$ cat src/rtl/uart_pkg.sv
// Shared UART register map and arbiter state types.
package uart_pkg;

    localparam logic [4:0] RX_BASE     = 5'd0;
    localparam logic [4:0] TX_BASE     = 5'd4;
    localparam logic [4:0] STATUS_BASE = 5'd8;
    localparam int unsigned TX_OK_BIT  = 6;
    localparam int unsigned RX_OK_BIT  = 7;

    typedef enum logic [1:0] {S_INIT, S_POLL, S_RX, S_TX} state_t;
    typedef enum logic {G_RX, G_TX} grant_t;

endpackage

$ cat src/rtl/uart_avm_arbiter_if.sv
// Avalon-MM bus between the arbiter (master) and the UART core (slave).
interface uart_avm_arbiter_if;

    logic [4:0]  address;
    logic        read;
    logic [31:0] readdata;
    logic        write;
    logic [31:0] writedata;
    logic        waitrequest;

    modport master (
        output address, read, write, writedata,
        input  readdata, waitrequest
    );

    modport slave (
        input  address, read, write, writedata,
        output readdata, waitrequest
    );

endinterface

$ cat src/rtl/uart_avm_arbiter.sv
// Sole Avalon-MM master of the UART: polls STATUS and shares the core between an RX byte
// consumer and a TX byte producer.
module uart_avm_arbiter
    import uart_pkg::*;
#(
    parameter bit          PRIO_RX = 1'b0,
    parameter int unsigned CNT_W   = 21
) (
    input  logic                 avm_clk,
    input  logic                 avm_rst,
    uart_avm_arbiter_if.master   avm,
    input  logic                 rx_en,
    output logic                 rx_valid,
    output logic [7:0]           rx_data,
    input  logic                 rx_ready,
    input  logic                 tx_valid,
    input  logic [7:0]           tx_data,
    output logic                 tx_ready,
    output logic [CNT_W-1:0]     o_rx_count,
    output logic [CNT_W-1:0]     o_tx_count,
    output logic                 o_busy
);

    state_t             state_q, state_d;
    grant_t             last_grant_q, last_grant_d;
    logic [4:0]         address_q, address_d;
    logic               read_q, read_d;
    logic               write_q, write_d;
    logic [31:0]        writedata_q, writedata_d;
    logic               rx_valid_q, rx_valid_d;
    logic [7:0]         rx_data_q, rx_data_d;
    logic               tx_ready_q, tx_ready_d;
    logic [CNT_W-1:0]   rx_count_q, rx_count_d;
    logic [CNT_W-1:0]   tx_count_q, tx_count_d;
    logic               busy_q, busy_d;

    logic done, rx_want, tx_want, grant_rx, grant_tx;
    logic unused_readdata;

    assign unused_readdata = ^{avm.readdata[31:8], avm.readdata[5:0]};

    always_comb begin
        state_d      = state_q;
        last_grant_d = last_grant_q;
        address_d    = address_q;
        read_d       = read_q;
        write_d      = write_q;
        writedata_d  = writedata_q;
        rx_valid_d   = rx_valid_q;
        rx_data_d    = rx_data_q;
        tx_ready_d   = 1'b0;
        rx_count_d   = rx_count_q;
        tx_count_d   = tx_count_q;
        rx_want      = 1'b0;
        tx_want      = 1'b0;
        grant_rx     = 1'b0;
        grant_tx     = 1'b0;
        done         = (read_q | write_q) & ~avm.waitrequest;

        if (rx_valid_q && rx_ready) begin
            rx_valid_d = 1'b0;
        end

        case (state_q)
            S_INIT: begin
                state_d   = S_POLL;
                read_d    = 1'b1;
                address_d = STATUS_BASE;
            end
            S_POLL: begin
                if (done) begin
                    // A full RX buffer holds bytes back in the UART FIFO rather than dropping them.
                    rx_want = avm.readdata[RX_OK_BIT] & rx_en & ~rx_valid_q;
                    tx_want = avm.readdata[TX_OK_BIT] & tx_valid;
                    if (rx_want && tx_want) begin
                        if (PRIO_RX || last_grant_q == G_TX) grant_rx = 1'b1;
                        else                                 grant_tx = 1'b1;
                    end else begin
                        grant_rx = rx_want;
                        grant_tx = tx_want;
                    end
                    if (grant_rx) begin
                        state_d      = S_RX;
                        address_d    = RX_BASE;
                        last_grant_d = G_RX;
                    end else if (grant_tx) begin
                        state_d      = S_TX;
                        address_d    = TX_BASE;
                        read_d       = 1'b0;
                        write_d      = 1'b1;
                        writedata_d  = {24'b0, tx_data};
                        tx_ready_d   = 1'b1;
                        last_grant_d = G_TX;
                    end
                end
            end
            S_RX: begin
                if (done) begin
                    rx_data_d  = avm.readdata[7:0];
                    rx_valid_d = 1'b1;
                    rx_count_d = rx_count_q + CNT_W'(1);
                    address_d  = STATUS_BASE;
                    state_d    = S_POLL;
                end
            end
            S_TX: begin
                if (done) begin
                    tx_count_d = tx_count_q + CNT_W'(1);
                    write_d    = 1'b0;
                    read_d     = 1'b1;
                    address_d  = STATUS_BASE;
                    state_d    = S_POLL;
                end
            end
            default: state_d = S_INIT;
        endcase

        busy_d = (state_d == S_RX) || (state_d == S_TX);
    end

    always_ff @(posedge avm_clk or posedge avm_rst) begin
        if (avm_rst) begin
            state_q      <= S_INIT;
            last_grant_q <= G_TX;
            address_q    <= STATUS_BASE;
            read_q       <= 1'b0;
            write_q      <= 1'b0;
            writedata_q  <= '0;
            rx_valid_q   <= 1'b0;
            rx_data_q    <= '0;
            tx_ready_q   <= 1'b0;
            rx_count_q   <= '0;
            tx_count_q   <= '0;
            busy_q       <= 1'b0;
        end else begin
            state_q      <= state_d;
            last_grant_q <= last_grant_d;
            address_q    <= address_d;
            read_q       <= read_d;
            write_q      <= write_d;
            writedata_q  <= writedata_d;
            rx_valid_q   <= rx_valid_d;
            rx_data_q    <= rx_data_d;
            tx_ready_q   <= tx_ready_d;
            rx_count_q   <= rx_count_d;
            tx_count_q   <= tx_count_d;
            busy_q       <= busy_d;
        end
    end

    assign avm.address   = address_q;
    assign avm.read      = read_q;
    assign avm.write     = write_q;
    assign avm.writedata = writedata_q;
    assign rx_valid      = rx_valid_q;
    assign rx_data       = rx_data_q;
    assign tx_ready      = tx_ready_q;
    assign o_rx_count    = rx_count_q;
    assign o_tx_count    = tx_count_q;
    assign o_busy        = busy_q;

endmodule
$ cat src/flat_wrapper.sv
// flat-port wrapper written by rule: the top's interface ports become plain ports
module uart_avm_arbiter_flat import uart_pkg::*;
#(
    parameter bit          PRIO_RX = 1'b0,
    parameter int unsigned CNT_W   = 21
)
  (avm_clk, avm_rst, rx_en, rx_valid, rx_data, rx_ready, tx_valid, tx_data, tx_ready, o_rx_count, o_tx_count, o_busy, avm_address, avm_read, avm_write, avm_writedata, avm_readdata, avm_waitrequest);
  uart_avm_arbiter_if avm_i ();
  input  logic avm_clk;
  input  logic avm_rst;
  input  logic rx_en;
  output logic rx_valid;
  output logic [7:0] rx_data;
  input  logic rx_ready;
  input  logic tx_valid;
  input  logic [7:0] tx_data;
  output logic tx_ready;
  output logic [CNT_W-1:0] o_rx_count;
  output logic [CNT_W-1:0] o_tx_count;
  output logic o_busy;
  output wire logic [$bits(avm_i.address)-1:0] avm_address;
  output wire logic [$bits(avm_i.read)-1:0] avm_read;
  output wire logic [$bits(avm_i.write)-1:0] avm_write;
  output wire logic [$bits(avm_i.writedata)-1:0] avm_writedata;
  input wire logic [$bits(avm_i.readdata)-1:0] avm_readdata;
  input wire logic [$bits(avm_i.waitrequest)-1:0] avm_waitrequest;
  assign avm_address = avm_i.address;
  assign avm_read = avm_i.read;
  assign avm_write = avm_i.write;
  assign avm_writedata = avm_i.writedata;
  assign avm_i.readdata = avm_readdata;
  assign avm_i.waitrequest = avm_waitrequest;
  uart_avm_arbiter #(.PRIO_RX(PRIO_RX), .CNT_W(CNT_W)) u_core (.avm_clk(avm_clk), .avm_rst(avm_rst), .avm(avm_i), .rx_en(rx_en), .rx_valid(rx_valid), .rx_data(rx_data), .rx_ready(rx_ready), .tx_valid(tx_valid), .tx_data(tx_data), .tx_ready(tx_ready), .o_rx_count(o_rx_count), .o_tx_count(o_tx_count), .o_busy(o_busy));
endmodule
$ cat config.mk
export PLATFORM = sky130hd
export DESIGN_NAME = uart_avm_arbiter_flat
export DESIGN_NICKNAME = d
export VERILOG_FILES = /design/src/rtl/uart_pkg.sv /design/src/rtl/uart_avm_arbiter_if.sv /design/src/rtl/uart_avm_arbiter.sv /design/src/flat_wrapper.sv
export SDC_FILE = /design/constraint.sdc
export NUM_CORES = 1
export LEC_CHECK = 0
export CAP_MARGIN = 0
export CELL_PAD_IN_SITES_DETAIL_PLACEMENT = 0
export CELL_PAD_IN_SITES_GLOBAL_PLACEMENT = 1
export CORE_AREA = 8 8 117 98
export DETAILED_ROUTE_END_ITERATION = 8
export DIE_AREA = 0 0 125 106
export GPL_TIMING_DRIVEN = 0
export HOLD_SLACK_MARGIN = 0.15
export PLACE_DENSITY_LB_ADDON = 0.1
export SETUP_SLACK_MARGIN = 0.5
export SLEW_MARGIN = 5
export SYNTH_ARGS = -nofsm -noshare
export SYNTH_HDL_FRONTEND = slang
export SYNTH_SLANG_ARGS = --single-unit
$ cat constraint.sdc
create_clock -name avm_clk -period 6.28 [get_ports avm_clk]
set_input_delay 0.942 -clock avm_clk [delete_from_list [all_inputs] [get_ports avm_clk]]
set_output_delay 0.942 -clock avm_clk [all_outputs]
set_load 0.005 [all_outputs]
==> flow_summary_export.csv, run 1 <==
group,metric,value,unit
sta,finalCriticalPeriod,2640,ps
detailed_routing,wire_per_inst,14.1,µm
synthesis,yosys_register_bits,68,
layout,layout.nets,445,
clock_tree,clock-sinks,68,
floorplanning,start_util,32.4,%
layout,syn_to_final_growth,44.8,%
power,powerDensity,310,nW/µm²
detailed_routing,vias,2268,
sta,fmax,379,MHz
detailed_routing,vias_per_cell,4.33,
synthesis,yosysTopAreaCellShare,52.3,%
synthesis,synth.cell_area,3160,µm²
clock_tree,clock_latency,320,ps
detailed_routing,drc,0,
sta,slew_viol_final,0,
clock_tree,cts_setup_buffers,0,
synthesis,ys_seq_area_share,54.0,%
hold_path,holdCritStartpoint,"u_core.o_rx_count[20]$_DFFE_PP0P_",
grt,grt_max_degree,61,
layout,drive_gt1_share,18.9,%
sta,finalSetupViolCount,0,
sta,finalHoldViolCount,0,
floorplanning,ios,138,
placed_design,numPortBuffers,86,
synthesis,synth_top_area_cell,"dfrtp_1",
synthesis,synth_edf_count,0,
power,p_sw_share,26.2,%
clock_tree,cts_buffers,9,
synthesis,yosysUniqueCellTypes,39,
critical_path,cp.required,6530,ps
critical_path,r2r.worst_path.cells,4,
critical_path,cp_max_fo,10,
detailed_routing,dr.pass1.iters,4,
clock_tree,clockRootBuffer,"clkbuf_16",
critical_path,start_kind,"input pin",
clock_tree,clk_path_buf_depth,2,
grt,grt_use_total,11.7,%
layout,n_antenna_cell,0,
power,internal-power,1.05,mW
clock_tree,cts_hold_buf,0,
floorplanning,core_area,9740,µm²
detailed_routing,ant_nets,0,
floorplanning,die_x,125,µm
power,comb_power_share,25.6,%
floorplanning,dieArea,13300,µm²
power,p_leak,2.09,nW
sta,tightest_slew,887,ps
hold_path,min_to,"u_core.o_rx_count[20]$_DFFE_PP0P_",
clock_tree,htreeDepth,3,
grt,gr-total-overflow,0,
critical_path,worstSetupEndpointType,"register",
power,power_frac_seq,41.9,%
critical_path,crit_type,"input pin to register",
sta,setup_tns,0,ps
detailed_routing,drtIter0Drc,74,
clock_tree,cts_tree,"done",
synthesis,ys.warnings.count,0,
detailed_routing,drt_wl_total,7.40,mm
power,power,1.42,mW
synthesis,ys_top_cells_by_area,"dfrtp_1, xnor2_1, buf_4",
grt,grt_pass1_vias,2385,
clock_tree,path_clk_slew,60,ps
floorplanning,die_h,106,µm
critical_path,rrSetupSlack,4360,ps
sta,clock_skew,5.95,ps
sta,slew_headroom,40.4,%
outcome,status,"completed",
grt,grt_pass1_wl,12.5,mm
grt,antenna_found_initial,0,
power,power_switching,0.372,mW
sta,holdWs,473,ps
flow_run,drv_cap,0,
hold_path,hold_depth,1,
placed_design,hpwlAfterDp,5.46,mm
placed_design,globalplace.congestion,0.728,
sta,period_share,42.1,%
synthesis,synth_top_flop_cell,"dfrtp_1",
sta,grt_setup_unrepaired,"false",
critical_path,r2r_end,"u_core.o_tx_count[4]$_DFFE_PP0P_",
synthesis,synth_cells,273,
synthesis,synth_common_cells,"dfrtp_1, xnor2_1, buf_4",
floorplanning,rows,33,
power,peakVddDrop,202,µV
hold_path,hp-class,"register to register",
critical_path,arrival,2890,ps
power,clock_power_share,32.4,%
layout,filler_cell_count,915,
synthesis,avgSynthCellArea,11.6,µm²
synthesis,async_reset_ff_share,100,%
synthesis,synth.most_common_cell,"dfrtp_1",
clock_tree,postCtsResizedCells,0,
critical_path,reg2reg_from,"u_core.avm.read$_DFFE_PP0P_",
cell families (layout without fill, tap and decap cells):
family / count (synthesis) / in the layout / share of synthesized area [%]
adder cells (fa/ha/maj): 2 / 2 / 0.792
buffers and inverters: 37 / 140 / 7.73
flip-flops: 68 / 68 / 54.0
multiplexers: 18 / 18 / 6.42
AND/OR/NAND/NOR: 93 / 93 / 16.7
XOR/XNOR: 40 / 40 / 11.1
AO/OA/AOI/OAI: 14 / 14 / 3.17
other: 1 / 27 / 0.119
metrics by stage:
stage               setup slack, ps  util (%)  cell area (µm²)  std cells
finish                         3640      46.9             4570        524
global route                   3510      46.9             4570        524
CTS                            3640      46.9             4570        524
detailed placement             3300      44.1             4300        508
global placement               2230      43.8             4270        507
floorplan                      3630         -             3260        299
state kept, by name, indices dropped and copies added, names as in the netlist:
signal                flops
u_core.avm.writedata      8
u_core.avm.read           1
u_core.o_tx_count        21
u_core.avm.address        2
u_core.rx_valid           1
u_core.rx_data            8
u_core.o_busy             1
u_core.tx_ready           1
u_core.state_q            2
u_core.avm.write          1
u_core.o_rx_count        21
u_core.last_grant_q       1
critical path: stages:
cell	delay (ps)
clkdlybuf4s50_1	410
o21bai_2	320
nor3_1	780
and3_2	300
xor2_1	140
cell type report:
| type | instances | area, µm² | area share (%) |
|---|---|---|---|
| sequential | 68 | 1700 | 37.3 |
| multi-input combinational | 194 | 1310 | 28.6 |
| timing repair buffer | 87 | 888 | 19.4 |
| clock buffer | 14 | 264 | 5.77 |
| buffer | 30 | 218 | 4.76 |
| tap | 122 | 153 | 3.34 |
| inverter | 7 | 28.8 | 0.629 |
| clock inverter | 2 | 10.0 | 0.219 |
routing by layer:
layer  up-vias  track usage, %  part of all wire (%)
met5         -               0                     0
met4         0            4.68                   1.5
met3        10            5.90                   8.9
met2        67            17.8                    44
met1      1059            13.9                    45
li1       1132               -                     -
power groups by stage:
stage	registers (mW)	clock network [mW]	logic, mW
4_1_cts	0.597	0.481	0.375
3_3_place_gp	0.601	0	0.367
6_report	0.594	0.460	0.364
5_1_grt	0.611	0.495	0.405
2_1_floorplan	0.601	0	0.150
3_5_place_dp	0.604	0	0.371
layout by cell type (no fill, tap or decap), drive strengths merged:
cell | netlist | final
a21boi | 1 | 1
a21o | 1 | 1
a21oi | 4 | 4
a22o | 1 | 1
a31oi | 1 | 1
and3 | 9 | 9
and3b | 2 | 2
and4 | 2 | 2
buf | 30 | 31
clkbuf | 0 | 14
clkdlybuf4s50 | 0 | 86
clkinv | 0 | 2
conb | 1 | 27
dfrtp | 66 | 66
dfstp | 2 | 2
ha | 2 | 2
inv | 7 | 7
mux2 | 18 | 18
nand2 | 21 | 21
nand2b | 1 | 1
nand3 | 16 | 16
nand4 | 13 | 13
nand4b | 1 | 1
nor2 | 15 | 15
nor3 | 7 | 7
nor3b | 1 | 1
nor4 | 2 | 2
nor4b | 1 | 1
o21ai | 2 | 2
o21ba | 1 | 1
o21bai | 1 | 1
o221ai | 1 | 1
o32a | 1 | 1
or3 | 1 | 1
or4 | 1 | 1
xnor2 | 32 | 32
xor2 | 8 | 8
worst max-delay path by stage:
stage                                from  slack [ps]                                 to  cells past startpoint
after global placement            avm_rst        2230      u_core.rx_data[2]$_DFFE_PP0P_                      2
after CTS                 avm_waitrequest        3640   u_core.o_tx_count[4]$_DFFE_PP0P_                      5
after detailed placement  avm_waitrequest        3300   u_core.o_tx_count[4]$_DFFE_PP0P_                      5
after global routing      avm_waitrequest        3510  u_core.o_tx_count[16]$_DFFE_PP0P_                      5
final                     avm_waitrequest        3640   u_core.o_tx_count[4]$_DFFE_PP0P_                      5
after floorplan                   avm_rst        3630  u_core.avm.address[2]$_DFFE_PP0P_                      1
Note: power is estimated with default switching activity, not from simulation.
==> run 2, diff against run 1 <==
CORE_AREA = 8 8 121 100   (was 8 8 117 98)
DIE_AREA = 0 0 129 108   (was 0 0 125 106)
clock period = 2.5 ns   (was 6.28 ns; I/O delays follow)
==> flow_summary_export.csv, run 2 (synthesis gave the netlist of run 1 again) <==
group,metric,value,unit
critical_path,cp_max_fo,10,
layout,filler_cell_count,986,
layout,syn_to_final_growth,46.8,%
critical_path,worst-path-stages,4,
sta,slew_headroom,56.0,%
layout,layoutNonFillerInstCount,543,
clock_tree,cts_hold_buf,0,
critical_path,crit_buf_inv,0,
layout,layout.nets,446,
critical_path,worstSetupEndpointType,"register",
layout,final-seq-area,1700,µm²
sta,finalHoldViolCount,0,
floorplanning,start_util,31.2,%
layout,drive_gt1_share,19.9,%
layout,mostFrequentLayoutCell,"clkdlybuf4s50_1",
grt,gr-total-overflow,0,
layout,final_cell_mix,"clkdlybuf4s50_1, dfrtp_1, xnor2_1",
clock_tree,clock_latency,330,ps
floorplanning,rows,33,
critical_path,r2r.worst_path.cells,4,
sta,clock_skew,3.90,ps
detailed_routing,dr.pass1.iters,4,
floorplanning,dieArea,13900,µm²
clock_tree,cts_buffers,9,
hold_path,hp-class,"input pin to async pin",
power,p_leak,2.10,nW
detailed_routing,wire_per_inst,14.1,µm
sta,grt_setup_unrepaired,"false",
detailed_routing,drt_wl_total,7.66,mm
grt,grt_pass1_vias,2393,
detailed_routing,ant_nets,0,
detailed_routing,drtIter0Drc,106,
power,power,3.62,mW
placed_design,dpl_cell_area,4340,µm²
clock_tree,cts_setup_buffers,0,
clock_tree,clock-sinks,68,
clock_tree,path_clk_slew,50,ps
clock_tree,cts_tree,"done",
clock_tree,htreeDepth,3,
sta,period_share,74.9,%
placed_design,globalplace.congestion,0.709,
critical_path,cp_top_family,"compound AO/OA/AOI/OAI gates",
detailed_routing,vias_per_cell,4.26,
critical_path,start_kind,"register",
floorplanning,die_h,108,µm
grt,antenna_found_initial,0,
layout,multi_input_area,1320,µm²
floorplanning,core_area,10100,µm²
detailed_routing,vias,2314,
grt,grt_pass1_wl,12.6,mm
critical_path,path_cells,"o21bai_2 -> nor2_1 -> nand2_1 -> mux2_2",
sta,finalCriticalPeriod,1870,ps
critical_path,cp_slowest_cell,"o21bai_2",
layout,final_cell_area,4630,µm²
grt,grt_max_degree,37,
sta,finalSetupViolCount,0,
floorplanning,die_x,129,µm
critical_path,slowest_delay,570,ps
detailed_routing,drc,0,
sta,fmax,534,MHz
critical_path,crit_type,"register to register",
power,powerDensity,782,nW/µm²
placed_design,numPortBuffers,86,
sta,slew_viol_final,0,
outcome,status,"completed",
placed_design,post-place-ws,11.5,ps
sta,setup_ws,628,ps
sta,setup_tns,0,ps
floorplanning,ios,138,
critical_path,arrival,2080,ps
grt,grt_use_total,11.5,%
placed_design,hpwlAfterDp,5.69,mm
clock_tree,clockRootBuffer,"clkbuf_16",
sta,tightest_slew,660,ps
clock_tree,postCtsResizedCells,1,
power,peakVddDrop,396,µV
clock_tree,clk_path_buf_depth,2,
flow_run,drv_cap,0,
layout,n_antenna_cell,0,
critical_path,cp.required,2710,ps
placed_design,dp.cells,527,
run 2: area by class of cell:
class / count / area share [%]
Sequential cell: 68 / 36.8
Multi-Input combinational cell: 194 / 28.6
Timing Repair Buffer: 88 / 19.4
Clock buffer: 15 / 5.99
Buffer: 30 / 4.70
Tap cell: 140 / 3.78
Inverter: 7 / 0.648
Clock inverter: 1 / 0.108
run 2: final timing paths:
path	startpoint	endpoint	slack, ps
max in group asynchronous	avm_rst	u_core.last_grant_q$_DFFE_PP1P_	1450
hold / removal	avm_rst	u_core.o_rx_count[9]$_DFFE_PP0P_	320
hold reg to reg	u_core.o_rx_count[20]$_DFFE_PP0P_	u_core.o_rx_count[20]$_DFFE_PP0P_	470
min in group avm_clk	u_core.o_rx_count[20]$_DFFE_PP0P_	u_core.o_rx_count[20]$_DFFE_PP0P_	470
setup / recovery	u_core.avm.write$_DFFE_PP0P_	u_core.o_tx_count[1]$_DFFE_PP0P_	630
setup reg to reg	u_core.avm.write$_DFFE_PP0P_	u_core.o_tx_count[1]$_DFFE_PP0P_	630
run 2: worst reg2reg max path, stage by stage, from the launching register on:
cell and delay [ps]:
dfrtp_1 420, o21bai_2 570, nor2_1 220, nand2_1 190, mux2_2 350
run 2: per-layer routing:
layer	vias up	part of all wire, %	track usage, %
li1	1137	-	-
met1	1096	45	14.1
met2	76	43	17.0
met3	5	10	6.64
met4	0	0.87	3.26
met5	-	0	0
run 2: metrics by stage:
stage                     util (%)  hold WS (ps)
after floorplan                  -           468
after global placement        42.5           465
after detailed placement      42.9           465
after CTS                     45.7           323
after global routing          45.8           337
final                         45.8           324
run 2: report_power, final:
group | internal [mW] | total, mW | leakage [nW] | switching [mW]
registers | 1.33 | 1.50 | 0.891 | 0.172
clock network | 0.752 | 1.20 | 0.140 | 0.445
logic | 0.579 | 0.927 | 1.07 | 0.348
==> run 3, diff against run 2 <==
clock period = 1.9 ns   (was 2.5 ns; I/O delays follow)
==> flow_summary_export.csv, run 3 (synthesis gave the netlist of run 1 again) <==
group,metric,value,unit
power,powerDensity,1000,nW/µm²
sta,finalSetupViolCount,0,
critical_path,start_kind,"register",
critical_path,path_cells,"o21bai_4 -> buf_4 -> nor2_4 -> nand2_4 -> mux2_2",
sta,tightest_slew,514,ps
layout,mostFrequentLayoutCell,"buf_4",
floorplanning,ios,138,
clock_tree,cts_tree,"done",
clock_tree,clock-sinks,68,
floorplanning,dieArea,13900,µm²
grt,grt_use_total,13.3,%
layout,syn_to_final_growth,78.0,%
floorplanning,die_x,129,µm
power,peakVddDrop,636,µV
clock_tree,path_clk_slew,60,ps
clock_tree,clock_latency,330,ps
critical_path,cp.required,2110,ps
placed_design,globalplace.congestion,0.723,
detailed_routing,vias_per_cell,4.28,
grt,gr-total-overflow,0,
placed_design,numPortBuffers,86,
placed_design,dp.cells,527,
layout,layoutNonFillerInstCount,622,
clock_tree,htreeDepth,3,
critical_path,crit_buf_inv,1,
floorplanning,core_area,10100,µm²
grt,antenna_found_initial,0,
clock_tree,clk_path_buf_depth,2,
floorplanning,start_util,31.2,%
clock_tree,cts_buffers,9,
sta,slew_headroom,65.7,%
critical_path,cp_slowest_cell,"dfrtp_2",
layout,final_cell_area,5620,µm²
hold_path,hp-class,"input pin to async pin",
critical_path,cp_top_family,"flip-flops",
critical_path,slowest_delay,440,ps
grt,grt_max_degree,26,
detailed_routing,drc,0,
clock_tree,clockRootBuffer,"clkbuf_16",
grt,grt_pass1_wl,14.4,mm
clock_tree,cts_hold_buf,0,
layout,final_cell_mix,"buf_4, dlygate4sd2_1, dfrtp_1",
critical_path,cp_max_fo,5,
grt,top_usage_layer,"met2",
critical_path,arrival,1740,ps
detailed_routing,dr.pass1.iters,4,
grt,grtUsageMet3,6.54,%
flow_run,drv_cap,0,
sta,clock_skew,5.90,ps
sta,period_share,80.2,%
sta,grt_setup_unrepaired,"true",
floorplanning,rows,33,
detailed_routing,drt_wl_total,9.03,mm
sta,finalCriticalPeriod,1520,ps
grt,use_met2,20.6,%
sta,finalHoldViolCount,0,
detailed_routing,ant_nets,0,
grt,grt_pass1_vias,2761,
layout,layout.nets,525,
detailed_routing,drtIter0Drc,117,
floorplanning,die_h,108,µm
placed_design,hpwlAfterDp,5.77,mm
critical_path,worstSetupEndpointType,"register",
detailed_routing,vias,2662,
grt,use_met1,15.9,%
sta,slew_viol_final,0,
critical_path,crit_type,"register to register",
power,p_leak,2.97,nW
layout,n_antenna_cell,0,
detailed_routing,wire_per_inst,14.5,µm
layout,drive_gt1_share,41.3,%
sta,fmax,656,MHz
placed_design,dpl_cell_area,4350,µm²
outcome,status,"completed",
run 3: metal layers:
layer	wire length, µm	part of all wire (%)	vias to the layer above
met5	0	0	-
met4	117	1.3	0
met3	927	10	9
met2	4090	45	89
met1	3900	43	1264
li1	-	-	1300
run 3: layout make-up:
class | instances | area, µm²
clock inverters | 4 | 95.1
flip-flops and latches | 68 | 1710
plain buffers | 30 | 236
repair buffers | 166 | 1480
inverters | 7 | 37.5
fillers | 929 | 4490
well taps | 140 | 175
multi-input cells | 195 | 1630
clock buffers | 12 | 256
run 3: what timing repair did:
item                                    4_1_cts  5_1_grt
pin swaps                                    25       34
resized for setup                           139       36
buffers inserted                             60       16
endpoints found under the setup margin      127       61
gates cloned                                  3        0
run 3: report_power, final:
part	total, mW	leakage, nW	switching, mW	internal [mW]
sequential	1.98	0.882	0.218	1.76
clock	1.96	0.173	0.612	1.35
combinational	1.70	1.92	0.707	0.995
run 3: metrics by stage:
stage               setup slack (ps)  util, %  TNS, ps  hold WS [ps]  total power, mW
floorplan                        365        -        0           435             2.49
global placement                -405     42.6   -13780           465             3.21
detailed placement              -430     43.0    -8380           470             3.23
CTS                              349     53.1        0           350             5.55
global route                     295     55.6        0           396             5.93
finish                           376     55.6        0           341             5.64
run 3: path summary, 6_finish.rpt:
path	startpoint	end	slack (ps)	cells after the start
max in group asynchronous	avm_rst	u_core.last_grant_q$_DFFE_PP1P_	810	4
min	avm_rst	u_core.rx_data[4]$_DFFE_PP0P_	340	2
max	u_core.avm.read$_DFFE_PP0P_	u_core.o_tx_count[1]$_DFFE_PP0P_	380	5
max reg2reg	u_core.avm.read$_DFFE_PP0P_	u_core.o_tx_count[1]$_DFFE_PP0P_	380	5
min in group avm_clk	u_core.o_rx_count[19]$_DFFE_PP0P_	u_core.o_rx_count[19]$_DFFE_PP0P_	490	1
min reg2reg	u_core.o_rx_count[19]$_DFFE_PP0P_	u_core.o_rx_count[19]$_DFFE_PP0P_	490	1
